File: config.mk
export PLATFORM = sky130hd
export DESIGN_NAME = dmem_lane_arbiter
export DESIGN_NICKNAME = d
export VERILOG_FILES = /design/src/rtl/dmem_lane_arbiter.sv
export SDC_FILE = /design/constraint.sdc
export NUM_CORES = 1
export LEC_CHECK = 0
export CORE_MARGIN = 8
export CORE_UTILIZATION = 44
export DETAILED_ROUTE_END_ITERATION = 10
export MAX_ROUTING_LAYER = met4
export PLACE_DENSITY = 0.94
export SLEW_MARGIN = 25
export SYNTH_ARGS = -nofsm -noshare
export SYNTH_HDL_FRONTEND = slang
export SYNTH_SLANG_ARGS = --single-unit
export TNS_END_PERCENT = 20
File: constraint.sdc
create_clock -name clk -period 2.6 [get_ports clk]
set_input_delay 0.65 -clock clk [delete_from_list [all_inputs] [get_ports clk]]
set_output_delay 0.65 -clock clk [all_outputs]
set_load 0.02 [all_outputs]
File: src/rtl/dmem_lane_arbiter.sv
// dmem_lane_arbiter: round-robin sharing of the single-port data memory between two issue lanes,
// one access in flight at a time, MEM_LAT cycles per access, one-cycle response pulse to the owner.
module dmem_lane_arbiter #(
    parameter int AW      = 32,
    parameter int DW      = 32,
    parameter int MEM_LAT = 1
) (
    input  logic          clk,
    input  logic          reset,
    input  logic          req0_valid,
    input  logic          req0_we,
    input  logic [AW-1:0] req0_addr,
    input  logic [DW-1:0] req0_wdata,
    output logic          req0_ready,
    output logic          rsp0_valid,
    output logic [DW-1:0] rsp0_rdata,
    input  logic          req1_valid,
    input  logic          req1_we,
    input  logic [AW-1:0] req1_addr,
    input  logic [DW-1:0] req1_wdata,
    output logic          req1_ready,
    output logic          rsp1_valid,
    output logic [DW-1:0] rsp1_rdata,
    output logic          mem_we,
    output logic [AW-1:0] mem_addr,
    output logic [DW-1:0] mem_wdata,
    input  logic [DW-1:0] mem_rdata,
    output logic          busy
);
    typedef enum logic {IDLE, ACCESS} state_t;

    state_t     state, state_nx;
    logic       last_grant, owner, we_r, pick, take;
    logic [3:0] cnt;

    // readies are gated by reset so they read 0 while reset is held
    always_comb begin
        pick       = (req0_valid && req1_valid) ? ~last_grant : req1_valid;
        take       = reset && state == IDLE && (req0_valid || req1_valid);
        req0_ready = take && !pick;
        req1_ready = take && pick;
        state_nx   = take ? ACCESS : (state == ACCESS && cnt == 4'd0) ? IDLE : state;
    end

    assign busy   = state == ACCESS;
    assign mem_we = busy && we_r && cnt == 4'(MEM_LAT - 1);

    always_ff @(posedge clk or negedge reset) begin
        if (!reset) begin
            state      <= IDLE;
            last_grant <= 1'b1;
            owner      <= 1'b0;
            we_r       <= 1'b0;
            cnt        <= 4'd0;
            mem_addr   <= '0;
            mem_wdata  <= '0;
            rsp0_valid <= 1'b0;
            rsp1_valid <= 1'b0;
            rsp0_rdata <= '0;
            rsp1_rdata <= '0;
        end else begin
            state      <= state_nx;
            rsp0_valid <= 1'b0;
            rsp1_valid <= 1'b0;
            if (take) begin
                owner      <= pick;
                last_grant <= pick;
                we_r       <= pick ? req1_we : req0_we;
                mem_addr   <= pick ? req1_addr : req0_addr;
                mem_wdata  <= pick ? req1_wdata : req0_wdata;
                cnt        <= 4'(MEM_LAT - 1);
            end else if (busy) begin
                cnt <= cnt - 4'd1;
                if (cnt == 4'd0) begin
                    rsp0_valid <= !owner;
                    rsp1_valid <= owner;
                    if (owner) rsp1_rdata <= we_r ? '0 : mem_rdata;
                    else       rsp0_rdata <= we_r ? '0 : mem_rdata;
                end
            end
        end
    end
endmodule
After elaboration in Yosys (flattened, before gate mapping)
Index checks and enable logic that the tools add are counted.

Register bits: 138. Logic and storage cells: 47. Output and inout bits: 134. Input bits: 166.

Multiplexer cells: 15. Add/subtract/negate cells: 1. Reductions and logical operators: 16. Bitwise gates (word level): 4.

Operators by type and width (count): 32-bit 2-to-1 mux (3); 1-bit 2-to-1 mux (10); 1-bit logical AND (8); 4-bit 2-to-1 mux (2); 4-bit AND reduction (2); 4-bit logical NOT (1); 1-bit inverter (4); 2-bit nonzero test (2); 4-bit by 1-bit subtractor with 4-bit output (second input constant) (1); 1-bit logical NOT (2); 1-bit logical OR (1).

Logic depth before layout (Yosys ltp)
Word-level depth: 5. Gate-level depth with buffers: 7. Gate-level depth less buffers: 5.

Least setup slack after synthesis
No wires, ideal clock.

Path kind: input port to output port. Start: input reset. End: output req1_ready. Buffers on the path: 1. Required time: 1.950 ns. Slack: 0.550 ns. Cell stages on the path: 3. Arrival: 1.400 ns. Path through: nor2b_2 -> clkbuf_1 -> and3_1.

Cells in the longest elaborated chain, start to end: 3.

Ends and longest elaborated chain: from (decl) (RTL line 9) `input logic reset,`; 1-bit logical AND (2 in a row) (RTL line 39) `take = reset && state == IDLE && (req0_valid || req1_valid);`; 1-bit logical AND (RTL line 41) `req1_ready = take && pick;`; to (decl) (RTL line 21) `output logic req1_ready,`.

Every way passes these cells.

Final worst setup path
Start: register cnt[0]. End: output mem_we.

Cells in the longest elaborated chain, start to end: 2.

Ends and longest elaborated chain: from (decl) (RTL line 34) `logic [3:0] cnt;`; from (signal assigned) (RTL line 71) `cnt <= 4'(MEM_LAT - 1);`; from (signal assigned) (RTL line 73) `cnt <= cnt - 4'd1;`; 4-bit logical NOT (RTL line 46) `assign mem_we = busy && we_r && cnt == 4'(MEM_LAT - 1);`; 1-bit logical AND (RTL line 46); to (decl) (RTL line 24) `output logic mem_we,`.

Every way passes these cells.

==> run summary <==
Mapped Area = 0.00604 mm2
max-cap viol count = 0
Pre-antenna DRT Iters = 4
DR iter-0 viols = 283
Post-Route WL = 21,000 um
sequential share of power = 0.320
FF/Latch Area = 0.00345 mm2
Multi-input gate area = 0.00233 mm2
final worst setup slack = 0.130 ns
crit path max fanout = 3
clk slew on worst S/H paths = 0.06 ns
drt drc = 0
Pwr Density = 1220 mW/mm2
#FFs+latches synth = 138
layout cells sized above 1 = 0.119
NetSw = 4.30 mW
Arr. time, crit path = 1.82 ns
Die Area = 0.0177 mm2
CP Launch Type = register
largest net degree at the start of global routing = 85
peak supply drop = 0.537 mV
Worst EP required = 1.95 ns
number of fill cells = 862
Initial Util = 0.442
clock power share = 0.221
GP Congestion = 0.845
LEAKAGE = 4.22 nW
Final Non-Filler Cells = 923
r2r setup slk = 0.60 ns
core region area = 0.0137 mm2
Comb pwr share = 0.459
CTS Sinks = 138
via count = 5,254
crit path capture type = primary output
Power Internal = 7.60 mW
class of the worst hold path = in2async
Final min period = 2.47 ns
GRT Residual Overflow = 0
post-DP HPWL = 15,300 um
CTS Root Buffer Type = clkbuf_16
Worst R2R End = mem_addr[16]
Avg Inst Size Synth = 13.6 um2
relative slew slack = 0.494
clock network latency to the later pin of the worst-skew pair = 0.41 ns
Port-buffer cells = 299
Chip Height = 133 um
GRT Resource Usage Total = 0.242
wire length per cell = 22.8 um
first-pass GRT wire length = 32,900 um
FP Rows = 43
Synth Warn # = 0
Hold Slack = 0.344 ns
dpl cells = 889
Yosys cell types = 30
worst r2r src = busy
deepest clock path buffer count = 2
Final Power = 11.9 mW
pre-CTS WS = -0.0325 ns
Final Max Slew Viols = 0
H-tree depth = 4
r2r worst-path depth = 5
Fmax = 0.405 GHz
Slew @ Worst Pin = 0.759 ns
Die Wd = 133 um
fin crit share = 0.950
final number of setup-violating endpoints = 0
vias per cell = 5.69
RSZ-0062 raised after global routing = no
Layout Nets = 895
Mapped Cells = 443
area grow syn2layout = 62.2%
Syn Nets = 610
post-route ant nets = 0
initial antenna violation count = 2
outcome = completed
Setup Fix Bufs, Post-CTS = 0
Top Ports = 300
commonest non-fill, non-tap cells in the layout = 294 x clkdlybuf4s50_1, 137 x dfrtp_1, 65 x a221o_1, 64 x and4_1, 35 x mux2_2
most common cell after layout, fill and taps aside = clkdlybuf4s50_1
Setup Skew = 0.0110 ns
CTS tree = built
switch share = 0.361
Final Hold Vio Count = 0
number of global-route vias before repair = 5,831
sequential share of the synthesized area = 0.572
total CTS buffers = 17
CP Class = reg2out
==> layer usage <==
metal / vias up / part of all wire / wire (um) / track usage
met1: 2638 / 0.41 / 8570 / 0.284
li1: 2299 / - / - / -
met2: 280 / 0.48 / 10100 / 0.386
met4: 0 / 0.025 / 532 / 0.0767
met5: - / 0 / 0 / -
met3: 37 / 0.088 / 1840 / 0.0809
==> registers in the layout, indices dropped and copies added (netlist names) <==
signal / cells
busy: 1
cnt: 4
last_grant: 1
mem_addr: 32
mem_wdata: 32
owner: 1
rsp0_rdata: 32
rsp0_valid: 1
rsp1_rdata: 32
rsp1_valid: 1
we_r: 1
==> cells in the mapped netlist <==
master	count	area share
and4_1	64	0.093
o22ai_1	1	0.0010
a21oi_1	1	0.00083
xor2_1	1	0.0015
nor2b_1	32	0.033
or2_2	1	0.0010
buf_2	11	0.0091
clkbuf_1	27	0.017
buf_6	8	0.015
dfrtp_1	137	0.57
nand2_1	7	0.0044
mux2_2	35	0.065
dfstp_2	1	0.0044
a21o_1	1	0.0012
and3_1	1	0.0010
o21ai_0	2	0.0017
and3_4	1	0.0019
ha_1	1	0.0021
nor2b_2	1	0.0015
xnor2_1	1	0.0015
a221o_1	65	0.11
nor3b_1	1	0.0012
nand2b_1	1	0.0010
mux2_1	29	0.054
nor4b_1	1	0.0015
and2_1	3	0.0031
nor2_1	2	0.0012
inv_1	5	0.0031
a21boi_0	1	0.0012
and4bb_1	1	0.0021
==> timing repair <==
item                       4_1_cts  5_1_grt
hold buffers                     0        0
resized for setup                3        0
setup endpoints to repair        3        0
==> worst max-delay path by stage <==
stage	to	slack (ns)	cells after the start	start
after floorplan	req1_ready	0.55	3	reset
after global routing	mem_we	0.01	5	cnt[0]
after detailed placement	req1_ready	-0.03	4	req0_valid
after CTS	mem_we	0.11	5	cnt[0]
final	mem_we	0.13	5	cnt[0]
after global placement	req1_ready	-0.02	4	req0_valid
==> cell type report <==
class | instances | area share
Antenna cell | 2 | 0.000511
Clock buffer | 18 | 0.0448
Clock inverter | 14 | 0.0215
Inverter | 5 | 0.00192
Multi-Input combinational cell | 254 | 0.238
Sequential cell | 138 | 0.353
Tap cell | 180 | 0.0230
Timing Repair Buffer | 312 | 0.318
==> metrics by stage <==
step | cell area, um2 | util | setup TNS [ns]
floorplan | 6040 | - | 0
global placement | 9140 | 0.669 | -0.0155
detailed placement | 9140 | 0.669 | -0.0465
CTS | 9780 | 0.716 | 0
global route | 9790 | 0.717 | 0
finish | 9790 | 0.717 | 0
==> power by group through the flow <==
stage / logic, mW / clock network, mW / registers, mW
global route: 5.79 / 2.78 / 3.91
floorplan: 1.59 / 0 / 4.84
CTS: 5.52 / 2.68 / 3.80
global placement: 5.35 / 0 / 3.73
finish: 5.46 / 2.64 / 3.81
detailed placement: 5.49 / 0 / 3.79
==> worst max-delay path, stage by stage (launching register included) <==
cell and delay, ns:
dfrtp_1 0.41, inv_1 0.10, ha_1 0.19, and4bb_1 0.24, and2_1 0.13, dlygate4sd2_1 0.36
==> logic make-up (layout without fill, tap and decap cells) <==
group,count (synthesis),in the layout,share of synthesized area
buf+inv,51,349,0.0439
xor+xnor,2,2,0.00290
compound gates,71,71,0.114
other cells,0,2,0
flops,138,138,0.572
mux,64,64,0.119
fa+ha+maj,1,1,0.00207
simple gates,116,116,0.146
Note: power is estimated with default switching activity, not from simulation.
